### config.mk
export PLATFORM = sky130hd
export DESIGN_NAME = ifetch_unit
export DESIGN_NICKNAME = d
export VERILOG_FILES = /design/src/rtl/ifetch_unit.sv
export SDC_FILE = /design/constraint.sdc
export NUM_CORES = 1
export LEC_CHECK = 0
export CAP_MARGIN = 20
export CORE_ASPECT_RATIO = 1.5
export CORE_MARGIN = 1
export CORE_UTILIZATION = 48
export CTS_CLUSTER_SIZE = 12
export DETAILED_ROUTE_END_ITERATION = 12
export PLACE_DENSITY = 0.78
export SETUP_SLACK_MARGIN = 0.15
export SYNTH_ARGS = -nofsm -noshare
export SYNTH_HDL_FRONTEND = slang
export SYNTH_SLANG_ARGS = --single-unit
### constraint.sdc
create_clock -name clk_i -period 6.35 [get_ports clk_i]
set_input_delay 1.27 -clock clk_i [delete_from_list [all_inputs] [get_ports clk_i]]
set_output_delay 1.27 -clock clk_i [all_outputs]
set_load 0.05 [all_outputs]
### src/rtl/ifetch_unit.sv
// ---------------------------------------------------------------------------
// ifetch_unit
// Instruction fetch front end. It issues one instruction-memory request at a
// time, collects the returned words into a small circular fetch queue and
// presents the queue head to the decode stage. A flush (taken branch/jump)
// empties the queue and turns any in-flight request into a drained, discarded
// response.
//
// Ports
//   clk_i        in   1   clock, rising edge
//   rst_i        in   1   asynchronous reset, active-low
//   start_i      in   1   fetch enable (0 = no new request issued)
//   pc_i         in  32   current PC from the PC register
//   pc_stall_o   out  1   1 = PC register holds, 0 = PC loads next PC
//   flush_i      in   1   taken branch/jump, discard fetched/in-flight work
//   imem_req_o   out  1   instruction-memory request
//   imem_addr_o  out 32   request address, stable while imem_req_o = 1
//   imem_ack_i   in   1   memory returns data this cycle
//   imem_data_i  in  32   returned instruction word
//   dec_valid_o  out  1   queue head valid
//   dec_ready_i  in   1   decode accepts the head this cycle
//   dec_instr_o  out 32   head instruction
//   dec_pc_o     out 32   head instruction address
//   dec_pc4_o    out 32   head instruction address + 4
//
// DEPTH must be a power of two in 2..8 so the pointers wrap naturally.
// ---------------------------------------------------------------------------
module ifetch_unit #(
    parameter int DEPTH = 2
) (
    input  logic        clk_i,
    input  logic        rst_i,
    input  logic        start_i,
    input  logic [31:0] pc_i,
    output logic        pc_stall_o,
    input  logic        flush_i,
    output logic        imem_req_o,
    output logic [31:0] imem_addr_o,
    input  logic        imem_ack_i,
    input  logic [31:0] imem_data_i,
    output logic        dec_valid_o,
    input  logic        dec_ready_i,
    output logic [31:0] dec_instr_o,
    output logic [31:0] dec_pc_o,
    output logic [31:0] dec_pc4_o
);

    localparam int PW = $clog2(DEPTH);
    localparam int CW = $clog2(DEPTH + 1);

    typedef enum logic [1:0] {
        S_IDLE  = 2'd0,
        S_REQ   = 2'd1,
        S_DRAIN = 2'd2
    } state_t;

    state_t          r_state;
    logic            r_req;
    logic [31:0]     r_addr;

    logic [PW-1:0]   r_wr_ptr;
    logic [PW-1:0]   r_rd_ptr;
    logic [CW-1:0]   r_count;
    logic [31:0]     r_q_instr [DEPTH];
    logic [31:0]     r_q_pc    [DEPTH];

    logic            w_push;
    logic            w_pop;
    logic            w_room;
    logic            w_issue;
    logic [31:0]     w_head_pc;

    // A response only becomes a queue entry if it answers a live request and
    // no branch redirect arrives in the same cycle.
    assign w_push  = (r_state == S_REQ) && imem_ack_i && !flush_i;
    assign w_pop   = dec_valid_o && dec_ready_i;
    // Issue is gated on the current count only; with a single outstanding
    // request this guarantees the eventual push always finds a free slot.
    assign w_room  = (r_count < CW'(DEPTH));
    assign w_issue = (r_state == S_IDLE) && start_i && !flush_i && w_room;

    // ------------------------------------------------------------------
    // Request FSM
    // ------------------------------------------------------------------
    always_ff @(posedge clk_i or negedge rst_i) begin
        if (!rst_i) begin
            r_state <= S_IDLE;
            r_req   <= 1'b0;
            r_addr  <= 32'd0;
        end else begin
            case (r_state)
                S_IDLE: begin
                    if (w_issue) begin
                        r_state <= S_REQ;
                        r_req   <= 1'b1;
                        r_addr  <= pc_i;
                    end
                end
                S_REQ: begin
                    if (imem_ack_i) begin
                        r_state <= S_IDLE;
                        r_req   <= 1'b0;
                    end else if (flush_i) begin
                        // The memory still owes us a response; wait for it
                        // and throw it away rather than issuing on top of it.
                        r_state <= S_DRAIN;
                    end
                end
                S_DRAIN: begin
                    if (imem_ack_i) begin
                        r_state <= S_IDLE;
                        r_req   <= 1'b0;
                    end
                end
                default: begin
                    r_state <= S_IDLE;
                    r_req   <= 1'b0;
                end
            endcase
        end
    end

    // ------------------------------------------------------------------
    // Queue pointers and occupancy
    // ------------------------------------------------------------------
    always_ff @(posedge clk_i or negedge rst_i) begin
        if (!rst_i) begin
            r_wr_ptr <= '0;
            r_rd_ptr <= '0;
            r_count  <= '0;
        end else if (flush_i) begin
            // A same-cycle pop has already been seen by decode; clearing
            // wins regardless.
            r_wr_ptr <= '0;
            r_rd_ptr <= '0;
            r_count  <= '0;
        end else begin
            if (w_push) begin
                r_wr_ptr <= r_wr_ptr + PW'(1);
            end
            if (w_pop) begin
                r_rd_ptr <= r_rd_ptr + PW'(1);
            end
            case ({w_push, w_pop})
                2'b10:   r_count <= r_count + CW'(1);
                2'b01:   r_count <= r_count - CW'(1);
                default: r_count <= r_count;
            endcase
        end
    end

    // Queue storage carries no reset; only the occupancy decides validity.
    always_ff @(posedge clk_i) begin
        if (w_push) begin
            r_q_instr[r_wr_ptr] <= imem_data_i;
            r_q_pc[r_wr_ptr]    <= r_addr;
        end
    end

    // ------------------------------------------------------------------
    // Outputs
    // ------------------------------------------------------------------
    assign imem_req_o  = r_req;
    assign imem_addr_o = r_addr;

    // The PC advances once per accepted instruction and loads the branch
    // target on a flush. Reset holds it.
    assign pc_stall_o  = !(rst_i && (w_push || flush_i));

    assign w_head_pc   = r_q_pc[r_rd_ptr];
    assign dec_valid_o = (r_count != '0);
    assign dec_instr_o = r_q_instr[r_rd_ptr];
    assign dec_pc_o    = w_head_pc;
    assign dec_pc4_o   = w_head_pc + 32'd4;

endmodule

Yosys cells after proc, flatten, opt, wreduce, memory -nomap -nowiden. Memories as Yosys holds them, arrays and structs flattened. Cells that the tools add are included.

Bits in read-only memories: 0. RAM bits: 128. Word-level logic and storage cells: 57. Register bits: 39. Memories kept: 2. Output and inout port bits: 131. Latch bits: 0.

Memories: r_q_instr (depth 2, width 32, read ports 1, clocked after memory_dff 0, wr ports 1, line 64) `logic [31:0] r_q_instr [DEPTH];`; r_q_pc (depth 2, width 32, read ports 1, clocked after memory_dff 0, wr ports 1, line 65) `logic [31:0] r_q_pc [DEPTH];`.

Div/mod/pow operators: 0. Add/sub/neg operators: 5. Equal/unequal tests: 8. Reduce and logical (&&, ||, !) cells: 19. Bitwise operators: 0. Multiply operators: 0. Shift operators: 0. Magnitude comparators: 1. Mux-type cells: 16.

Operators by type and width (count): 32-bit by 3-bit adder with 32-bit output (second input constant) (1); 2-bit two-way mux (5); 1-bit two-way mux (8); 1-bit logical AND (7); 2-bit case mux with 3 select lines (1); 2-bit nonzero test (3); 2-bit by 1-bit == test with 1-bit output (second input constant) (2); 2-bit == test (second input constant) (2); 2-bit != test (second input constant) (2); 2-bit case mux with 2 select lines (1); 2-bit AND reduction (2); 3-bit != test (second input constant) (1); 3-bit AND reduction (1); 3-bit nonzero test (1); 1-bit adder (second input constant) (2); 2-bit by 1-bit adder with 2-bit output (second input constant) (1); 1-bit zero test (2); 2-bit zero test (1); 2-bit < comparator (second input constant) (1); 2-bit by 1-bit != test with 1-bit output (second input constant) (1); 1-bit case mux with 2 select lines (1); 2-bit OR reduction (1); 2-bit by 1-bit subtractor with 2-bit output (second input constant) (1); 1-bit logical OR (1).

Longest topological paths before layout. Gate-level depths: netlist of the first run.

Word-level depth: 6. Mapped depth: 12. Depth with buffers taken out: 8.

Least setup slack after synthesis of the first run. Ideal clock, no wire load.

Path type: input-to-reg. Start: in imem_ack_i. End: mem r_q_instr[0][0], enable pin. Stages on the path: 2. Path slack: 34 ps. Setup time: 565 ps. Arrival time: 5751 ps. Path through: nand2_1 nor3_1.

Word-level cells in the longest chain between the ends: 4.

RTL lines: from (decl) (line 39) `input logic imem_ack_i,`; 1-bit logical AND (2 in series) (line 75) `assign w_push = (r_state == S_REQ) && imem_ack_i && !flush_i;`; 1-bit two-way mux (line 154) `if (w_push) begin`; 1-bit two-way mux (not written as such) (line 155) `r_q_instr[r_wr_ptr] <= imem_data_i;`; to (decl) (line 64).

No other way between the ends.

Worst setup path after layout of the first run.
Start: reg r_rd_ptr. End: out dec_pc4_o[28].

Word-level cells in the longest chain between the ends: 2.

RTL lines: from (decl) (line 62) `logic [PW-1:0] r_rd_ptr;`; from (signal assigned) (line 142) `r_rd_ptr <= r_rd_ptr + PW'(1);`; memory 2 x 32 bit; 32-bit by 3-bit adder with 32-bit output (line 174) `assign dec_pc4_o = w_head_pc + 32'd4;`; to (decl) (line 45) `output logic [31:0] dec_pc4_o`.

No other way between the ends.

==> impl_metrics.env, run 1 <==
export IMPL_gp_congestion=0.881
export IMPL_endpoint_kind="primary output"
export IMPL_ys_flop_type="edfxtp_1"
export IMPL_cts_setup_buffers=0
export IMPL_root_buffer="clkbuf_16"
export IMPL_grt_max_degree=60
export IMPL_cts_tree="built"
export IMPL_p_per_area_mw_per_mm2=418
export IMPL_area_growth_pct=40.2
export IMPL_ctsHoldBuffers=0
export IMPL_grt_pass1_vias=5041
export IMPL_ios=201
export IMPL_tightest_slew_ns=0.735
export IMPL_syn_inst=511
export IMPL_synth_warnings=0
export IMPL_clkSlewWorstSetupHoldPaths_ns=0.06
export IMPL_status="complete, no violations"
export IMPL_synth_fp_nets=585
export IMPL_setup_violations_final=0
export IMPL_synthArstFlopShare_pct=23.4
export IMPL_wl_per_cell_um=17.8
export IMPL_cp_required_ns=5.08
export IMPL_start_kind="flop"
export IMPL_initialDrtViolationCount=240
export IMPL_vias=4767
export IMPL_synth_edf_count=128
export IMPL_ctsResizeCount=0
export IMPL_leakage_uw=0.00363
export IMPL_cts_sinks=167
export IMPL_dp_hpwl_um=12000
export IMPL_remaining_drc_errors=0
export IMPL_peakVddDrop_mv=0.300
export IMPL_post_route_util_pct=69.5
export IMPL_synth_top_area_share_pct=54.9
export IMPL_fp_dieH_um=150
export IMPL_cts_inserted_buffers=17
export IMPL_fin_skew_ns=0.0112
export IMPL_wl_um=16400
export IMPL_ys_seq_elements=167
export IMPL_fp_dieW_um=101
export IMPL_overflow=0
export IMPL_port_buffers=200
export IMPL_place_ws_ns=1.48
export IMPL_max_cap_violations=0
export IMPL_fin_ws_ns=1.03
export IMPL_dpl_cell_area_mm2=0.00921
export IMPL_antenna_found_initial=0
export IMPL_final_min_clock_period_ns=5.32
export IMPL_nets=793
export IMPL_finalMaxSlewViolations=0
export IMPL_cts_max_path_buffers=2
export IMPL_hold_class="reg2reg"
export IMPL_rows=53
export IMPL_synth_area_leader_cell="edfxtp_1"
export IMPL_synthTopCellsByCount="edfxtp_1 (128), nand2_1 (117), mux2_2 (51)"
export IMPL_period_share_pct=83.7
export IMPL_synth_area_leaders="edfxtp_1 (55%), dfrtp_1 (14%), mux2_2 (8.2%)"
export IMPL_postRouteAntennaNets=0
export IMPL_num_antenna_cells=0
export IMPL_die_area_mm2=0.0151
export IMPL_yosysMostFrequentCell="edfxtp_1"
export IMPL_fmax_mhz=188
export IMPL_crit_arrival_ns=4.05
export IMPL_postSynthAreaPerCell_um2=13.7
export IMPL_relSlewSlack_pct=51.0
export IMPL_yosysSeqAreaShare_pct=68.8
export IMPL_hold_violations=0
export IMPL_nFillCells=1029
export IMPL_grt_pass1_wl_um=25500
export IMPL_drtPass1Iterations=5
export IMPL_drive_gt1_share_pct=13.3
export IMPL_design_area_mm2=0.00981
export IMPL_cts_htree_levels=4
export IMPL_holdWs_ns=0.506
export IMPL_setup_tns_ns=0
export IMPL_grt_use_total_pct=22.7
export IMPL_synth_cell_type_count=38
export IMPL_rsz0062_at_grt="false"
export IMPL_syn_area_mm2=0.00700
export IMPL_core_area_mm2=0.0141
export IMPL_worstSkewPairLatency_ns=0.41
export IMPL_crit_fanout=59
export IMPL_viasPerCell=5.16
export IMPL_initial_utilization_pct=49.6
export IMPL_critical_path_class="reg2out"
[kinds of logic (layout without fill, tap and decap cells)]
logic type | count (synthesis) | after routing | share of synthesized area (%)
AO/OA/AOI/OAI | 27 | 27 | 2.57
XOR/XNOR | 30 | 30 | 3.75
adder cells (fa/ha/maj) | 4 | 4 | 0.715
buffers and inverters | 34 | 255 | 2.18
flip-flops | 167 | 167 | 68.8
multiplexers | 62 | 62 | 9.77
AND/OR/NAND/NOR | 187 | 187 | 12.2
[registers in the layout (all words and copies together), names as in the netlist]
name         flops
r_q_instr       64
r_q_pc          64
imem_addr_o     32
r_count          2
r_state          2
imem_req_o       1
r_rd_ptr         1
r_wr_ptr         1
[cell usage in the layout, fill, tap and decap left out, types with 2 or more instances in the layout]
master and instances:
clkdlybuf4s50_1 199, edfxtp_1 128, nand2_1 117, mux2_2 51
dfrtp_1 38, xnor2_1 19, clkbuf_16 18, inv_1 15
nand3_1 14, mux2i_1 11, nor2_1 11, xor2_1 11
nand4_1 10, o21ai_0 8, buf_4 7, nor2b_1 6
nand3b_1 6, nand4b_1 5, a22oi_1 5, a21oi_1 5
nor3_1 4, ha_1 4, inv_6 4, clkinvlp_4 4
and2_1 3, nor4_1 3, a21o_1 2, nand2b_1 2
a32o_1 2, inv_8 2, clkinv_4 2
[metrics by stage]
| stage | total power, uW | instances |
|---|---|---|
| after floorplan | 2560 | 511 |
| after global placement | 3100 | 891 |
| after detailed placement | 3140 | 891 |
| after CTS | 4120 | 923 |
| after global routing | 4250 | 924 |
| final | 4100 | 924 |
[per-layer routing]
metal / track usage [%] / up-vias / routed length (um)
li1: - / 2248 / -
met1: 25.2 / 2312 / 6120
met2: 40.4 / 180 / 9020
met3: 4.44 / 27 / 803
met4: 12.8 / 0 / 501
met5: 0 / - / 0
[final timing paths]
kind / startpoint / end / slack [ns] / cells after the start
worst min register to register: imem_addr_o[17] / r_q_pc[1][17] / 0.51 / 0
worst max-delay path: r_rd_ptr / dec_pc4_o[28] / 1.03 / 7
worst min-delay path: imem_addr_o[17] / r_q_pc[1][17] / 0.51 / 0
max in group asynchronous: rst_i / r_rd_ptr / 5.01 / 2
min in group asynchronous: rst_i / imem_addr_o[30] / 0.89 / 2
worst max register to register: r_state[1] / r_q_instr[1][24] / 3.64 / 6
[final cells by class]
type / instances / area (um^2) / share of cell area (%)
sequential: 167 / 4820 / 49.2
timing repair buffer: 208 / 2080 / 21.2
multi-input combinational: 310 / 2040 / 20.8
clock buffer: 19 / 464 / 4.73
tap: 192 / 240 / 2.45
clock inverter: 13 / 110 / 1.12
inverter: 15 / 56.3 / 0.574
[power breakdown]
| part | switching (uW) | total [uW] | internal [uW] |
|---|---|---|---|
| registers | 159 | 1570 | 1410 |
| clock network | 433 | 977 | 545 |
| logic | 1050 | 1560 | 512 |
[critical path: stages (launching register included)]
cell,delay [ns]
dfrtp_4,0.73
buf_4,0.62
nand4_1,0.25
a22oi_1,0.27
nand4_1,0.29
nor4_1,0.40
xor2_1,0.21
clkdlybuf4s50_1,0.83
(Power assumes the default switching activity.)
==> run 2: changes to the inputs <==
clock period = 5.2 ns   (was 6.35 ns; I/O delays follow)
==> run 2 against run 1 <==
  * Cell count grew 0.11%
  * Clock power grew 21%
  * Sequential share of layout area is essentially flat
  * Core utilization is essentially flat
  * Flip-flop and latch count is the same
  * Count of clock-buffer cells in the layout is the same
  * Critical path type unchanged
  * Critical endpoint unchanged
  * Highest routed layer unchanged
==> impl_metrics.env, run 2 (synthesis results as in run 1) <==
export IMPL_cts_htree_levels=4
export IMPL_relSlewSlack_pct=56.0
export IMPL_drive_gt1_share_pct=13.1
export IMPL_fin_skew_ns=0.0109
export IMPL_grt_pass1_vias=5059
export IMPL_cts_tree="built"
export IMPL_crit_family="buffers and inverters"
export IMPL_r2r_end="r_q_pc[1][8]"
export IMPL_max_cap_violations=0
export IMPL_cp_depth=9
export IMPL_max_stage_delay_ns=0.82
export IMPL_r2r_cells=6
export IMPL_crit_buf_inv=2
export IMPL_final_common_cell="clkdlybuf4s50_1"
export IMPL_peakVddDrop_mv=0.380
export IMPL_area_growth_pct=40.2
export IMPL_overflow=0
export IMPL_rows=53
export IMPL_rsz0062_at_grt="false"
export IMPL_vias=4770
export IMPL_endpoint_kind="primary output"
export IMPL_nFillCells=1032
export IMPL_period_share_pct=93.1
export IMPL_fp_dieW_um=101
export IMPL_initialDrtViolationCount=222
export IMPL_clkSlewWorstSetupHoldPaths_ns=0.06
export IMPL_critical_path_class="reg2out"
export IMPL_finalMaxSlewViolations=0
export IMPL_core_area_mm2=0.0141
export IMPL_crit_end="dec_pc4_o[28]"
export IMPL_grt_max_degree=67
export IMPL_dp_cells=892
export IMPL_grt_pass1_wl_um=25700
export IMPL_crit_fanout=32
export IMPL_ctsHoldBuffers=0
export IMPL_tightest_slew_ns=0.661
export IMPL_port_buffers=200
export IMPL_die_area_mm2=0.0151
export IMPL_cts_sinks=167
export IMPL_fp_dieH_um=150
export IMPL_worstHoldStart="imem_addr_o[3]"
export IMPL_viasPerCell=5.16
export IMPL_root_buffer="clkbuf_16"
export IMPL_setup_tns_ns=0
export IMPL_grt_use_total_pct=22.9
export IMPL_hold_violations=0
export IMPL_fin_ws_ns=0.360
export IMPL_place_ws_ns=0.797
export IMPL_cts_inserted_buffers=17
export IMPL_ctsResizeCount=0
export IMPL_cts_setup_buffers=0
export IMPL_fmax_mhz=207
export IMPL_cp_required_ns=4.16
export IMPL_worstSkewPairLatency_ns=0.41
export IMPL_postRouteAntennaNets=0
export IMPL_dp_hpwl_um=11900
export IMPL_reg2reg_from="r_state[1]"
export IMPL_reg2reg_setup_slack_ns=2.77
export IMPL_wl_per_cell_um=18.0
export IMPL_gp_congestion=0.788
export IMPL_ios=201
export IMPL_layoutNonFillerInstCount=925
export IMPL_num_antenna_cells=0
export IMPL_crit_chain="mux2i_2 -> inv_1 -> ha_1 -> nand4b_1 -> a22oi_1 -> nand4_1 -> nor4_1 -> xor2_1 -> clkdlybuf4s50_1"
export IMPL_crit_start="r_rd_ptr"
export IMPL_final_min_clock_period_ns=4.84
export IMPL_antenna_found_initial=0
export IMPL_mostFrequentLayoutCells="clkdlybuf4s50_1 (199), edfxtp_1 (128), nand2_1 (117)"
export IMPL_critical_path_slowest_cell="clkdlybuf4s50_1"
export IMPL_p_per_area_mw_per_mm2=508
export IMPL_remaining_drc_errors=0
export IMPL_cts_max_path_buffers=2
export IMPL_wl_um=16700
export IMPL_crit_arrival_ns=3.80
export IMPL_setup_violations_final=0
export IMPL_leakage_uw=0.00363
export IMPL_hold_class="reg2reg"
export IMPL_status="complete, no violations"
export IMPL_drtPass1Iterations=4
export IMPL_start_kind="flop"
export IMPL_initial_utilization_pct=49.6
export IMPL_nets=794
==> run 2: worst register-to-register path: stages (launching register included) <==
cell     delay (ns)
dfrtp_1        0.38
inv_1          0.10
ha_1           0.21
nand2_1        0.19
inv_1          0.14
and3_2         0.63
buf_4          0.44
==> run 2: stage by stage <==
step / hold slack [ns] / total power (uW) / instance area (um^2) / util [%]
detailed placement: 0.495 / 3830 / 9240 / 65.4
global placement: 0.482 / 3790 / 9240 / 65.4
global route: 0.520 / 5180 / 9820 / 69.5
finish: 0.502 / 4990 / 9820 / 69.5
CTS: 0.506 / 5020 / 9790 / 69.3
floorplan: 0.502 / 3130 / 7010 / -
==> run 2: cell type report <==
type                       count  area (um^2)  area share (%)
timing repair buffer         209         2100            21.4
clock buffer                  19          433            4.41
inverter                      15         56.3           0.574
multi-input combinational    310         2050            20.8
sequential                   167         4820            49.1
tap                          192          240            2.45
clock inverter                13          121            1.24
==> run 2: worst min-delay path by stage <==
stage              endpoint  slack (ns)  cells past startpoint
2_1_floorplan    r_state[0]        0.50                      2
5_1_grt        r_q_pc[0][3]        0.52                      0
3_5_place_dp   r_q_pc[0][6]        0.49                      0
6_report       r_q_pc[0][3]        0.50                      0
3_3_place_gp   r_q_pc[0][0]        0.48                      0
4_1_cts        r_q_pc[0][3]        0.51                      0
==> run 2: power breakdown <==
group,leakage (uW),internal [uW],switching [uW]
clock network,0.000258,664,511
registers,0.00165,1720,191
logic,0.00172,628,1270
==> run 2: routing by layer <==
layer	GRT usage, %	wire length, um	vias to the layer above
met5	0	0	-
met4	8.12	299	0
li1	-	-	2250
met3	6.54	1080	19
met2	42.7	9170	165
met1	24.1	6110	2336
